==> config.mk <==
export PLATFORM = sky130hd
export DESIGN_NAME = vram_scan_arbiter
export DESIGN_NICKNAME = d
export VERILOG_FILES = /design/src/rtl/vram_scan_arbiter.sv
export SDC_FILE = /design/constraint.sdc
export NUM_CORES = 1
export LEC_CHECK = 0
export ABC_CLOCK_PERIOD_IN_PS = 1500
export CAP_MARGIN = 20
export CORE_MARGIN = 4
export CORE_UTILIZATION = 42
export DETAILED_ROUTE_END_ITERATION = 8
export PLACE_DENSITY = 0.77
export REMOVE_ABC_BUFFERS = 1
export SETUP_SLACK_MARGIN = 0.5
export SLEW_MARGIN = 25
export SYNTH_ARGS = -nofsm -noshare
export SYNTH_HDL_FRONTEND = slang
export SYNTH_SLANG_ARGS = --single-unit
==> constraint.sdc <==
create_clock -name clk -period 1.5 [get_ports clk]
set_input_delay 0.3 -clock clk [delete_from_list [all_inputs] [get_ports clk]]
set_output_delay 0.3 -clock clk [all_outputs]
set_load 0.02 [all_outputs]
==> src/rtl/vram_scan_arbiter.sv <==
// Shares one single-port synchronous VRAM between display scan-out and a pixel writer.
// Optional VRAM_VBLANK_WRITE_ONLY_EN: held writes are issued only on lines at or below V_ACTIVE.
module vram_scan_arbiter #(
  parameter int DATA_W   = 8,
  parameter int ADDR_W   = 15,
  parameter int FB_W     = 160,
  parameter int FB_H     = 120,
  parameter int H_ACTIVE = 640,
  parameter int V_ACTIVE = 480
) (
  input  logic              clk,
  input  logic              rst_n,
  input  logic [9:0]        counter_x,
  input  logic [8:0]        counter_y,
  input  logic              wr_valid,
  output logic              wr_ready,
  input  logic [ADDR_W-1:0] wr_addr,
  input  logic [DATA_W-1:0] wr_data,
  output logic              wr_done,
  output logic              wr_err,
  output logic              mem_en,
  output logic              mem_we,
  output logic [ADDR_W-1:0] mem_addr,
  output logic [DATA_W-1:0] mem_wdata,
  input  logic [DATA_W-1:0] mem_rdata,
  output logic [DATA_W-1:0] pixel_out,
  output logic              pixel_valid
);

  typedef enum logic {S_IDLE, S_HOLD} state_t;

  state_t            stateReg, stateNext;
  logic [ADDR_W-1:0] holdAddrReg;
  logic [DATA_W-1:0] holdDataReg;
  logic              wrDoneReg, wrErrReg;
  logic              memEnReg, memWeReg;
  logic [ADDR_W-1:0] memAddrReg;
  logic [DATA_W-1:0] memWdataReg;
  logic              fetchD1Reg, fetchD2Reg;
  logic              activeD1Reg, activeD2Reg;
  logic              pixelValidReg;
  logic [DATA_W-1:0] pixelOutReg;

  logic              active, fetchSlot;
  logic [6:0]        fbRow;
  logic [7:0]        fbCol;
  logic [ADDR_W-1:0] fetchAddr;
  logic              wrAccept, wrInRange, issueOk;
  logic              capture, issueWrite;

  assign active    = (counter_x < 10'(H_ACTIVE)) && (counter_y < 9'(V_ACTIVE));
  assign fetchSlot = active && (counter_x[1:0] == 2'b00);

  // row*160 as (row<<7)+(row<<5); 15 bits covers the top address 19199
  assign fbRow     = counter_y[8:2];
  assign fbCol     = counter_x[9:2];
  assign fetchAddr = ADDR_W'({fbRow, 7'b0}) + ADDR_W'({fbRow, 5'b0}) + ADDR_W'(fbCol);

  assign wr_ready  = (stateReg == S_IDLE);
  assign wrAccept  = wr_valid && wr_ready;
  assign wrInRange = wr_addr < ADDR_W'(FB_W * FB_H);

`ifdef VRAM_VBLANK_WRITE_ONLY_EN
  assign issueOk = !fetchSlot && (counter_y >= 9'(V_ACTIVE));
`else
  assign issueOk = !fetchSlot;
`endif

  always_comb begin
    stateNext  = stateReg;
    capture    = 1'b0;
    issueWrite = 1'b0;
    case (stateReg)
      S_IDLE: begin
        if (wrAccept && wrInRange) begin
          capture   = 1'b1;
          stateNext = S_HOLD;
        end
      end
      S_HOLD: begin
        if (issueOk) begin
          issueWrite = 1'b1;
          stateNext  = S_IDLE;
        end
      end
      default: stateNext = S_IDLE;
    endcase
  end

  always_ff @(posedge clk or negedge rst_n) begin
    if (!rst_n) begin
      stateReg    <= S_IDLE;
      holdAddrReg <= '0;
      holdDataReg <= '0;
      wrDoneReg   <= 1'b0;
      wrErrReg    <= 1'b0;
      memEnReg    <= 1'b0;
      memWeReg    <= 1'b0;
      memAddrReg  <= '0;
      memWdataReg <= '0;
    end else begin
      stateReg  <= stateNext;
      wrDoneReg <= issueWrite;
      wrErrReg  <= wrAccept && !wrInRange;
      if (capture) begin
        holdAddrReg <= wr_addr;
        holdDataReg <= wr_data;
      end
      // Fetch and write issue are mutually exclusive; the fetch always owns its slot
      if (fetchSlot) begin
        memEnReg   <= 1'b1;
        memWeReg   <= 1'b0;
        memAddrReg <= fetchAddr;
      end else if (issueWrite) begin
        memEnReg    <= 1'b1;
        memWeReg    <= 1'b1;
        memAddrReg  <= holdAddrReg;
        memWdataReg <= holdDataReg;
      end else begin
        memEnReg <= 1'b0;
        memWeReg <= 1'b0;
      end
    end
  end

  // RAM returns data one clock after the fetch; it is captured on the second edge
  always_ff @(posedge clk or negedge rst_n) begin
    if (!rst_n) begin
      fetchD1Reg    <= 1'b0;
      fetchD2Reg    <= 1'b0;
      activeD1Reg   <= 1'b0;
      activeD2Reg   <= 1'b0;
      pixelValidReg <= 1'b0;
      pixelOutReg   <= '0;
    end else begin
      fetchD1Reg    <= fetchSlot;
      fetchD2Reg    <= fetchD1Reg;
      activeD1Reg   <= active;
      activeD2Reg   <= activeD1Reg;
      pixelValidReg <= activeD2Reg;
      if (!activeD2Reg) begin
        pixelOutReg <= '0;
      end else if (fetchD2Reg) begin
        pixelOutReg <= mem_rdata;
      end
    end
  end

  assign wr_done     = wrDoneReg;
  assign wr_err      = wrErrReg;
  assign mem_en      = memEnReg;
  assign mem_we      = memWeReg;
  assign mem_addr    = memAddrReg;
  assign mem_wdata   = memWdataReg;
  assign pixel_out   = pixelOutReg;
  assign pixel_valid = pixelValidReg;

endmodule

-- After elaboration in Yosys (flattened, before gate mapping)
Cells that the tools add are included.
- add/subtract/negate cells: 2
- magnitude comparators: 3
- equal/unequal tests: 1
- bitwise gates (word level): 2
- muxes and demuxes: 13
- reduce and logical (&&, ||, !) cells: 9
- operator list (operator ; count):
    15-bit 2-to-1 mux ; 2
    8-bit 2-to-1 mux ; 2
    14-bit by 12-bit adder with 15-bit output ; 1
    15-bit by 8-bit adder with 15-bit output ; 1
    15-bit less-than comparator, second input constant ; 1
    10-bit less-than comparator, second input constant ; 1
    9-bit less-than comparator, second input constant ; 1
    1-bit 2-to-1 mux ; 8
    1-bit logical AND ; 5
    2-bit logical NOT ; 1
    2-bit != test, second input constant ; 1
    1-bit NOT ; 2
    1-bit case mux with 2 select lines ; 1
    2-bit AND reduction ; 1
    2-bit nonzero test ; 1
    1-bit logical NOT ; 1
- output and inout port bits: 37
- register bits after elaboration: 64

-- Depth between registers and ports, before layout
Gate-level depths: netlist of run 1.
- depth after elaboration: 7
- depth in mapped cells: 8

-- Worst setup path before layout of run 1
No wires, ideal clock.
- kind: input -> register
- start point: input counter_x[9]
- end point: register memAddrReg[13], in the netlist mem_addr[13]
- setup slack: -750 ps
- cell stages on the path: 8
- data arrival time: 2111 ps
- library setup time: 140 ps
- path buffers: 0
- path through: inv_1 -> fa_1 -> inv_1 -> ha_1 -> a211oi_1 -> o211ai_1 -> a2111oi_0 -> a211oi_1
- cells in the longest elaborated chain, start to end: 6
- elaborated cells on any way between the ends: 8
- classes of those cells: add/sub: 1; order compare: 1; mux: 3; reduce/logical: 3
- ends and longest elaborated chain (element ; RTL line ; source):
    start: declaration ; 13 ; input logic [9:0] counter_x,
    10-bit less-than comparator ; 51 ; assign active = (counter_x < 10'(H_ACTIVE)) && (counter_y < 9'(V_ACTIVE));
    1-bit logical AND ; 51 ;
    1-bit logical AND ; 52 ; assign fetchSlot = active && (counter_x[1:0] == 2'b00);
    1-bit 2-to-1 mux ; 81 ; if (issueOk) begin
    1-bit 2-to-1 mux ; 73 ; case (stateReg)
    2-bit nonzero test (no source line) ; n/a ;
    end signal: assignment ; 113 ; memAddrReg <= fetchAddr;
    end signal: assignment ; 117 ; memAddrReg <= holdAddrReg;
    end: declaration ; 37 ; logic [ADDR_W-1:0] memAddrReg;
Parallel ways exist; a longest one is shown, timed or not.
A chain may end at the register's enable or synchronous reset.

-- Worst setup path in the final report of run 1
- start point: input counter_y[4]
- end point: register memAddrReg[12], in the netlist mem_addr[12]
- cells in the longest elaborated chain, start to end: 6
- elaborated cells on any way between the ends: 9
- classes of those cells: add/sub: 2; order compare: 1; mux: 3; reduce/logical: 3
- ends and longest elaborated chain (element ; RTL line ; source):
    start: declaration ; 14 ; input logic [8:0] counter_y,
    parallel branches: the longest is 6 deep, another holds 14-bit by 12-bit adder with 15-bit output ; n/a ;
Several ways; the timed one is not identified.

==> reports/summary.txt, run 1 <==
Final Util: 76.6%
clock sink total: 63
Peak VDD IR: 0.000505 V
hold path cells: 2
CTS buffer count: 9
Congestion Overflow GR: 0
worst reg-to-reg setup slack: 0.04 ns
Max-Cap Viols: 0
Total Power: 6.43 mW
Die ar.: 8530 um2
CP Capture Type: flop
most frequent cells in the layout: dfrtp_1, buf_6, buf_4
chip height: 92.4 um
Core Area: 6870 um2
Final WS setup: -0.390 ns
worst min path class: in -> reg
Vias: 2484
final WL: 9.02 mm
Post-synth top flop: dfrtp_1
Min Clock Period, post-route: 1.89 ns
Crit Path Max Fanout: 3
final slew viol count: 0
NetSw: 1.96 mW
WL/cell: 18.3 um
CP required: 1.74 ns
Synth warnings: 0
final non-filler cell total: 494
syn_area_per_cell: 13.2 um2
DP Worst Slack: -1.38 ns
vias in the first global route: 2637
# port buffers: 87
worst reg2reg path endpoint: holdAddrReg[4]
switching share of total power: 30.4%
Die X: 92.4 um
number of distinct library cells after synthesis: 37
Comb power frac: 39.1%
CTS tree: yes
Cell Rows: 30
layout cells sized above 1: 55.3%
CTS H-tree lvls: 3
gpl congestion: 0.770
DRT Pass-1 Iters: 4
Synth async-reset ratio: 100%
Reg clk slew, reported paths: 0.07 ns
Routed Antenna Nets: 0
CP arrival: 2.13 ns
dpl cells: 434
failing checks: setup timing
skew final: 0.0120 ns
Final Hold Vio Count: 0
Post-synth EDFFs: 0
Mapped Cells: 226
Initial Util: 43.5%
r2r startpoint: stateReg
Seq/Total Area, Yosys: 52.7%
clock network power share: 24.4%
sequential cell area: 1580 um2
Critical Path Max Stage Delay: 0.55 ns
multi-input logic area: 1580 um2
Root Buffer: clkbuf_8
global-route wire length before repair: 13.0 mm
most common cell after layout, fill and taps aside: dfrtp_1
FF+latch count, synth: 63
RSZ-0062 raised after global routing: true
Power Density: 1220 nW/um2
hold path start: wr_addr[9]
final setup TNS: -1.76 ns
initial antenna violation count: 0
Residual DRC: 0
setup violators final: 12
Worst path slowest cell: fa_1
largest net degree at the start of global routing: 64
Initial DRC Count: 50
Post-Syn Area: 2990 um2
Tcrit/Tclk final: 126%
Register-to-Register Path Depth: 7
Internal: 4.48 mW
critical-path cell list: buf_8, inv_4, fa_1, inv_2, fa_2, a211oi_2, o21ai_2, and3_1, o31ai_2
DR vias/cell: 5.03
detailed placement HPWL: 4.96 mm
# diodes: 0
nets: 461
status: finished, violations left
Clock Tree Buf Depth: 2
Rel. slew slack: 68.4%
WS Path Type: in -> reg
I/O pins: 90
Global Route Usage Sum: 19.4%
Slew @ Worst Pin: 0.468 ns
fillers: 421
Critical Path Source Type: input pin
leak pwr: 2.47 nW
area delta synth->final: 75.9%
fmax: 529 MHz
Seq pwr share: 36.5%
Hold Path End: holdAddrReg[9]
Clock Latency Late Sink: 0.34 ns
[cell families (layout without fill, tap and decap cells)]
kind of cell / Yosys count / after routing / synth area share [%]
adder cells (fa/ha/maj): 15 / 15 / 6.78
AO/OA/AOI/OAI: 41 / 41 / 9.25
flip-flops: 63 / 63 / 52.7
buffers and inverters: 17 / 189 / 3.56
XOR/XNOR: 1 / 1 / 0.293
AND/OR/NAND/NOR: 36 / 36 / 5.98
multiplexers: 53 / 53 / 21.4
[synth_stat cells (3+ instances only)]
cell type | count | area [um2]
dfrtp_1 | 63 | 1580
mux2i_1 | 22 | 220
mux2_4 | 19 | 285
o21ai_0 | 17 | 85.1
nand2_1 | 14 | 52.6
ha_1 | 13 | 163
mux2_2 | 12 | 135
inv_1 | 8 | 30.0
nor2b_1 | 8 | 50.1
a211oi_1 | 7 | 52.6
buf_2 | 5 | 25.0
nor2_1 | 5 | 18.8
a21o_1 | 4 | 30.0
o22ai_1 | 3 | 18.8
[worst max path at each step]
stage                       startpoint        endpoint  slack [ns]  depth (start not counted)
after floorplan               stateReg  holdDataReg[0]       -0.77                          4
after global placement    counter_x[9]    mem_addr[12]       -1.31                          9
after detailed placement  counter_x[9]    mem_addr[12]       -1.38                          9
after CTS                 counter_y[4]    mem_addr[12]       -0.36                          9
after global routing      counter_y[4]    mem_addr[12]       -0.46                          9
final                     counter_y[4]    mem_addr[12]       -0.39                          9
[registers in the layout (all words and copies together) (netlist names), 8 cells and up]
register     cells
holdAddrReg     15
mem_addr        15
holdDataReg      8
mem_wdata        8
pixel_out        8
[area by class of cell]
type / count / share of cell area (%)
clock inverter: 3 / 0.761
clock buffer: 13 / 3.21
inverter: 8 / 0.618
tap: 96 / 2.28
multi-input combinational: 146 / 30.1
timing repair buffer: 165 / 33.0
sequential: 63 / 30.0
[layer usage]
layer	GRT usage (%)	share of wire, %	up-vias
li1	-	-	1144
met1	22.8	38	1242
met2	35.5	54	82
met3	3.49	4.6	16
met4	6.56	2.7	0
met5	0	0	-
[critical path, delay by kind of cell]
| family | cells | cell delay (ns) |
|---|---|---|
| AO/OA/AOI/OAI | 3 | 0.57 |
| adder cells (fa/ha/maj) | 2 | 0.91 |
| AND/OR/NAND/NOR | 1 | 0.17 |
| buffers and inverters | 3 | 0.17 |
[what timing repair did]
| action | in CTS | in global routing |
|---|---|---|
| setup endpoints to repair | 96 | 86 |
| resized for setup | 373 | 30 |
| gates cloned | 5 | 0 |
| setup buffers | 21 | 17 |
| endpoints found under the hold margin | 63 | 0 |
| hold buffers | 1 | 0 |
| pin swaps | 38 | 8 |
[per-stage QoR]
step / instance area [um2] / hold slack [ns]
finish: 5260 / 0.196
detailed placement: 4180 / 0.336
floorplan: 2910 / 0.00441
CTS: 5010 / 0.185
global placement: 4180 / 0.334
global route: 5260 / 0.187
[power groups by stage]
stage	sequential [mW]	clock (mW)	combinational (mW)
6_report	2.35	1.57	2.52
5_1_grt	2.39	1.66	2.67
4_1_cts	2.33	1.55	2.31
3_5_place_dp	2.31	0	1.85
3_3_place_gp	2.29	0	1.82
2_1_floorplan	2.57	0	0.630
(Power assumes the default switching activity.)
==> run 2: changes to the inputs <==
--- a/config.mk
+++ b/config.mk
@@ -8,12 +8,12 @@
 export ABC_CLOCK_PERIOD_IN_PS = 1500
 export CAP_MARGIN = 20
 export CORE_MARGIN = 4
-export CORE_UTILIZATION = 42
+export CORE_UTILIZATION = 50
 export DETAILED_ROUTE_END_ITERATION = 8
-export PLACE_DENSITY = 0.77
+export DONT_BUFFER_PORTS = 1
+export PLACE_DENSITY = 0.69
 export REMOVE_ABC_BUFFERS = 1
 export SETUP_SLACK_MARGIN = 0.5
-export SLEW_MARGIN = 25
 export SYNTH_ARGS = -nofsm -noshare
 export SYNTH_HDL_FRONTEND = slang
 export SYNTH_SLANG_ARGS = --single-unit
==> reports/summary.txt, run 2 (synthesis results as in run 1) <==
Residual DRC: 0
Seq pwr share: 49.4%
WL/cell: 18.9 um
Congestion Overflow GR: 0
Initial Util: 53.0%
CTS H-tree lvls: 3
status: finished, violations left
Tcrit/Tclk final: 120%
CTS buffer count: 9
RSZ-0062 raised after global routing: true
WS Path Type: in -> reg
Final Hold Vio Count: 63
final non-filler cell total: 345
area delta synth->final: 29.7%
Register-to-Register Path Depth: 7
final setup TNS: -1.23 ns
Reg clk slew, reported paths: 0.07 ns
Die X: 85.3 um
fmax: 556 MHz
final instance area: 3880 um2
DR vias/cell: 5.57
Clock Latency Late Sink: 0.33 ns
leak pwr: 1.74 nW
Initial DRC Count: 46
DRT Pass-1 Iters: 5
Cell Rows: 27
worst min path class: in -> async
failing checks: hold timing, setup timing
CP Capture Type: flop
Vias: 1923
setup violators final: 7
Power Density: 1390 nW/um2
final WL: 6.52 mm
Final WS setup: -0.299 ns
final slew viol count: 0
CP arrival: 2.00 ns
Critical Path Source Type: input pin
layout cells sized above 1: 52.4%
most common cell after layout, fill and taps aside: dfrtp_1
switching share of total power: 29.4%
most frequent cells in the layout: dfrtp_1, dfrtp_2, mux2_4
Crit Path Max Fanout: 3
Rel. slew slack: 79.3%
vias in the first global route: 2101
Die ar.: 7280 um2
I/O pins: 90
NetSw: 1.59 mW
initial antenna violation count: 0
# diodes: 0
# port buffers: 0
Hold Worst Slack: -0.345 ns
Comb power frac: 21.3%
nets: 337
Min Clock Period, post-route: 1.80 ns
Root Buffer: clkbuf_8
CTS tree: yes
DP Worst Slack: -1.03 ns
Post-DP Area: 3220 um2
chip height: 85.3 um
Internal: 3.80 mW
CP required: 1.70 ns
global-route wire length before repair: 10.7 mm
clock network power share: 29.3%
detailed placement HPWL: 4.29 mm
clock sink total: 63
gpl congestion: 0.840
Core Area: 5640 um2
Clock Tree Buf Depth: 2
dpl cells: 315
Total Power: 5.39 mW
skew final: 0.00696 ns
Slew @ Worst Pin: 0.310 ns
Peak VDD IR: 0.000802 V
largest net degree at the start of global routing: 64
Max-Cap Viols: 0
Routed Antenna Nets: 0
Global Route Usage Sum: 19.0%
==> run 2: worst max-delay path, stage by stage <==
cell,delay (ns)
inv_8,0.01
fa_1,0.53
inv_2,0.06
ha_4,0.21
a211oi_2,0.17
buf_4,0.15
o211ai_1,0.10
a2111oi_2,0.35
a211oi_1,0.10
==> run 2: repair_timing <==
item,4_1_cts,5_1_grt
gates cloned,3,0
setup buffers,7,5
endpoints found under the hold margin,63,63
setup endpoints to repair,89,86
gates resized for setup,77,20
pin swaps,16,8
==> run 2: cell type report <==
| cell class | instances | area [um2] |
|---|---|---|
| fillers | 405 | 1760 |
| flip-flops and latches | 63 | 1620 |
| multi-input cells | 146 | 1450 |
| repair buffers | 41 | 473 |
| clock buffers | 11 | 141 |
| well taps | 72 | 90.1 |
| clock inverters | 4 | 70.1 |
| inverters | 8 | 37.5 |
==> run 2: per-stage QoR <==
stage / hold WS, ns / utilization [%]
2_1_floorplan: 0.00441 / -
3_3_place_gp: 0.00590 / 57.2
3_5_place_dp: 0.00582 / 57.2
4_1_cts: -0.361 / 67.0
5_1_grt: -0.375 / 68.8
6_report: -0.345 / 68.8
==> run 2: final timing paths <==
check,startpoint,endpoint,slack [ns]
min reg2reg,fetchD1Reg,fetchD2Reg,0.35
min in group clk,counter_x[2],mem_addr[0],0.09
max reg2reg,stateReg,holdAddrReg[13],0.02
max,counter_x[9],mem_addr[13],-0.30
min,rst_n,pixel_out[1],-0.35
max in group asynchronous,rst_n,mem_addr[14],1.72
==> run 2: routing by layer <==
layer  vias to the layer above  share of wire [%]  global-route usage, %
li1                        895                  -                      -
met1                       948                 40                   21.5
met2                        69                 49                   31.6
met3                        11                9.8                   9.03
met4                         0                1.5                   6.19
met5                         -                  0                      0
==> run 2: power groups by stage <==
stage | sequential [mW] | clock (mW) | combinational (mW)
4_1_cts | 2.67 | 1.63 | 1.08
2_1_floorplan | 2.57 | 0 | 0.630
3_5_place_dp | 2.65 | 0 | 0.864
5_1_grt | 2.72 | 1.69 | 1.26
6_report | 2.66 | 1.58 | 1.15
3_3_place_gp | 2.63 | 0 | 0.840
==> run 3: changes to the inputs <==
--- a/config.mk
+++ b/config.mk
@@ -7,11 +7,13 @@
 export LEC_CHECK = 0
 export ABC_CLOCK_PERIOD_IN_PS = 1500
 export CAP_MARGIN = 20
+export CELL_PAD_IN_SITES_DETAIL_PLACEMENT = 1
+export CELL_PAD_IN_SITES_GLOBAL_PLACEMENT = 2
 export CORE_MARGIN = 4
-export CORE_UTILIZATION = 50
+export CORE_UTILIZATION = 37
 export DETAILED_ROUTE_END_ITERATION = 8
 export DONT_BUFFER_PORTS = 1
-export PLACE_DENSITY = 0.69
+export PLACE_DENSITY = 0.76
 export REMOVE_ABC_BUFFERS = 1
 export SETUP_SLACK_MARGIN = 0.5
 export SYNTH_ARGS = -nofsm -noshare
==> reports/summary.txt, run 3 (synthesis results as in run 1) <==
Initial Util: 38.3%
Crit Path Max Fanout: 2
Slew @ Worst Pin: 0.303 ns
Global Route Usage Sum: 15.7%
Core Area: 7810 um2
multi-input logic area: 1450 um2
Initial DRC Count: 32
DR vias/cell: 5.11
failing checks: hold timing, setup timing
r2r startpoint: stateReg
dpl cells: 345
leak pwr: 1.79 nW
CP delay by family, top: adder cells
Die X: 97.9 um
Min Clock Period, post-route: 1.83 ns
Reg clk slew, reported paths: 0.07 ns
# diodes: 0
gpl congestion: 0.754
Residual DRC: 0
CP Launch Point: counter_y[4]
Total Power: 5.67 mW
Rel. slew slack: 79.8%
WS Path Type: in -> reg
largest net degree at the start of global routing: 64
Final Hold Vio Count: 63
WL/cell: 18.8 um
# port buffers: 0
Hold Worst Slack: -0.345 ns
Most Frequent Cell on Critical Path: a211oi_2
Die ar.: 9580 um2
Cell Rows: 32
area delta synth->final: 34.5%
RSZ-0062 raised after global routing: true
final WL: 7.19 mm
Clock Tree Buf Depth: 2
Critical Path Source Type: input pin
Clock Latency Late Sink: 0.33 ns
Congestion Overflow GR: 0
I/O pins: 90
most common cell after layout, fill and taps aside: dfrtp_2
critical-path cell list: inv_8, fa_1, inv_2, ha_4, a211oi_2, buf_4, o211ai_1, a2111oi_2, a211oi_2
initial antenna violation count: 0
skew final: 0.00621 ns
final instance area: 4020 um2
Max-Cap Viols: 0
fillers: 778
nets: 343
fmax: 545 MHz
sequential cell area: 1620 um2
chip height: 97.9 um
Critical Path Max Stage Delay: 0.54 ns
clock sink total: 63
vias in the first global route: 2265
Post-DP Area: 3260 um2
Tcrit/Tclk final: 122%
Root Buffer: clkbuf_8
WP buf/inv: 3
Worst path slowest cell: fa_1
CTS tree: yes
layout cells sized above 1: 55.4%
worst min path class: in -> async
Final WS setup: -0.333 ns
status: finished, violations left
global-route wire length before repair: 11.7 mm
CP required: 1.71 ns
Routed Antenna Nets: 0
most frequent cells in the layout: dfrtp_2, mux2_4, dfrtp_1
final setup TNS: -1.28 ns
setup violators final: 6
DRT Pass-1 Iters: 3
final slew viol count: 0
final non-filler cell total: 382
detailed placement HPWL: 4.80 mm
CP Capture Type: flop
Vias: 1951
CTS buffer count: 9
CP arrival: 2.04 ns
CTS H-tree lvls: 3
Peak VDD IR: 0.000504 V
Power Density: 1410 nW/um2
==> run 3: final timing paths <==
kind,depth (start not counted),slack (ns),endpoint
min in group clk,2,0.08,wr_err
worst min register to register,0,0.35,fetchD2Reg
max in group asynchronous,0,1.74,pixel_out[0]
worst min-delay path,0,-0.34,pixel_out[1]
worst max-delay path,9,-0.33,mem_addr[13]
worst max register to register,6,0.10,holdAddrReg[1]
==> run 3: repair_timing <==
action / 4_1_cts / 5_1_grt
endpoints found under the setup margin: 90 / 85
gates resized for setup: 87 / 24
pin swaps: 21 / 16
hold endpoints to repair: 63 / 63
cloned: 2 / 1
buffers inserted: 8 / 10
==> run 3: cell type report <==
type,count,area share (%)
sequential,63,40.2
inverter,8,0.933
timing repair buffer,47,13.5
multi-input combinational,146,36.1
tap,102,3.17
clock buffer,9,3.08
clock inverter,7,2.99
==> run 3: per-stage QoR <==
| step | util (%) | setup slack, ns |
|---|---|---|
| finish | 51.5 | -0.333 |
| global route | 51.5 | -0.393 |
| CTS | 49.3 | -0.318 |
| detailed placement | 41.8 | -0.930 |
| global placement | 41.8 | -0.859 |
| floorplan | - | -0.769 |
==> run 3: routing by layer <==
metal	vias to the layer above	wire, um	part of all wire [%]	GRT usage [%]
li1	907	-	-	-
met1	975	2930	41	17.9
met2	62	3590	50	26.4
met3	7	586	8.1	6.21
met4	0	93	1.3	6.28
met5	-	0	0	0
==> run 3: where the power goes <==
group          total [mW]  switching, mW  internal (mW)
sequential           2.67          0.560           2.11
combinational        1.21          0.441          0.772
clock                1.78          0.672           1.11
total                5.67           1.67           3.99
==> run 3: worst register-to-register path, stage by stage, from the launching register on <==
cell and delay, ns:
dfrtp_1 0.41, inv_2 0.10, nand2_4 0.07, a21oi_4 0.13
buf_12 0.14, buf_12 0.14, mux2_4 0.31
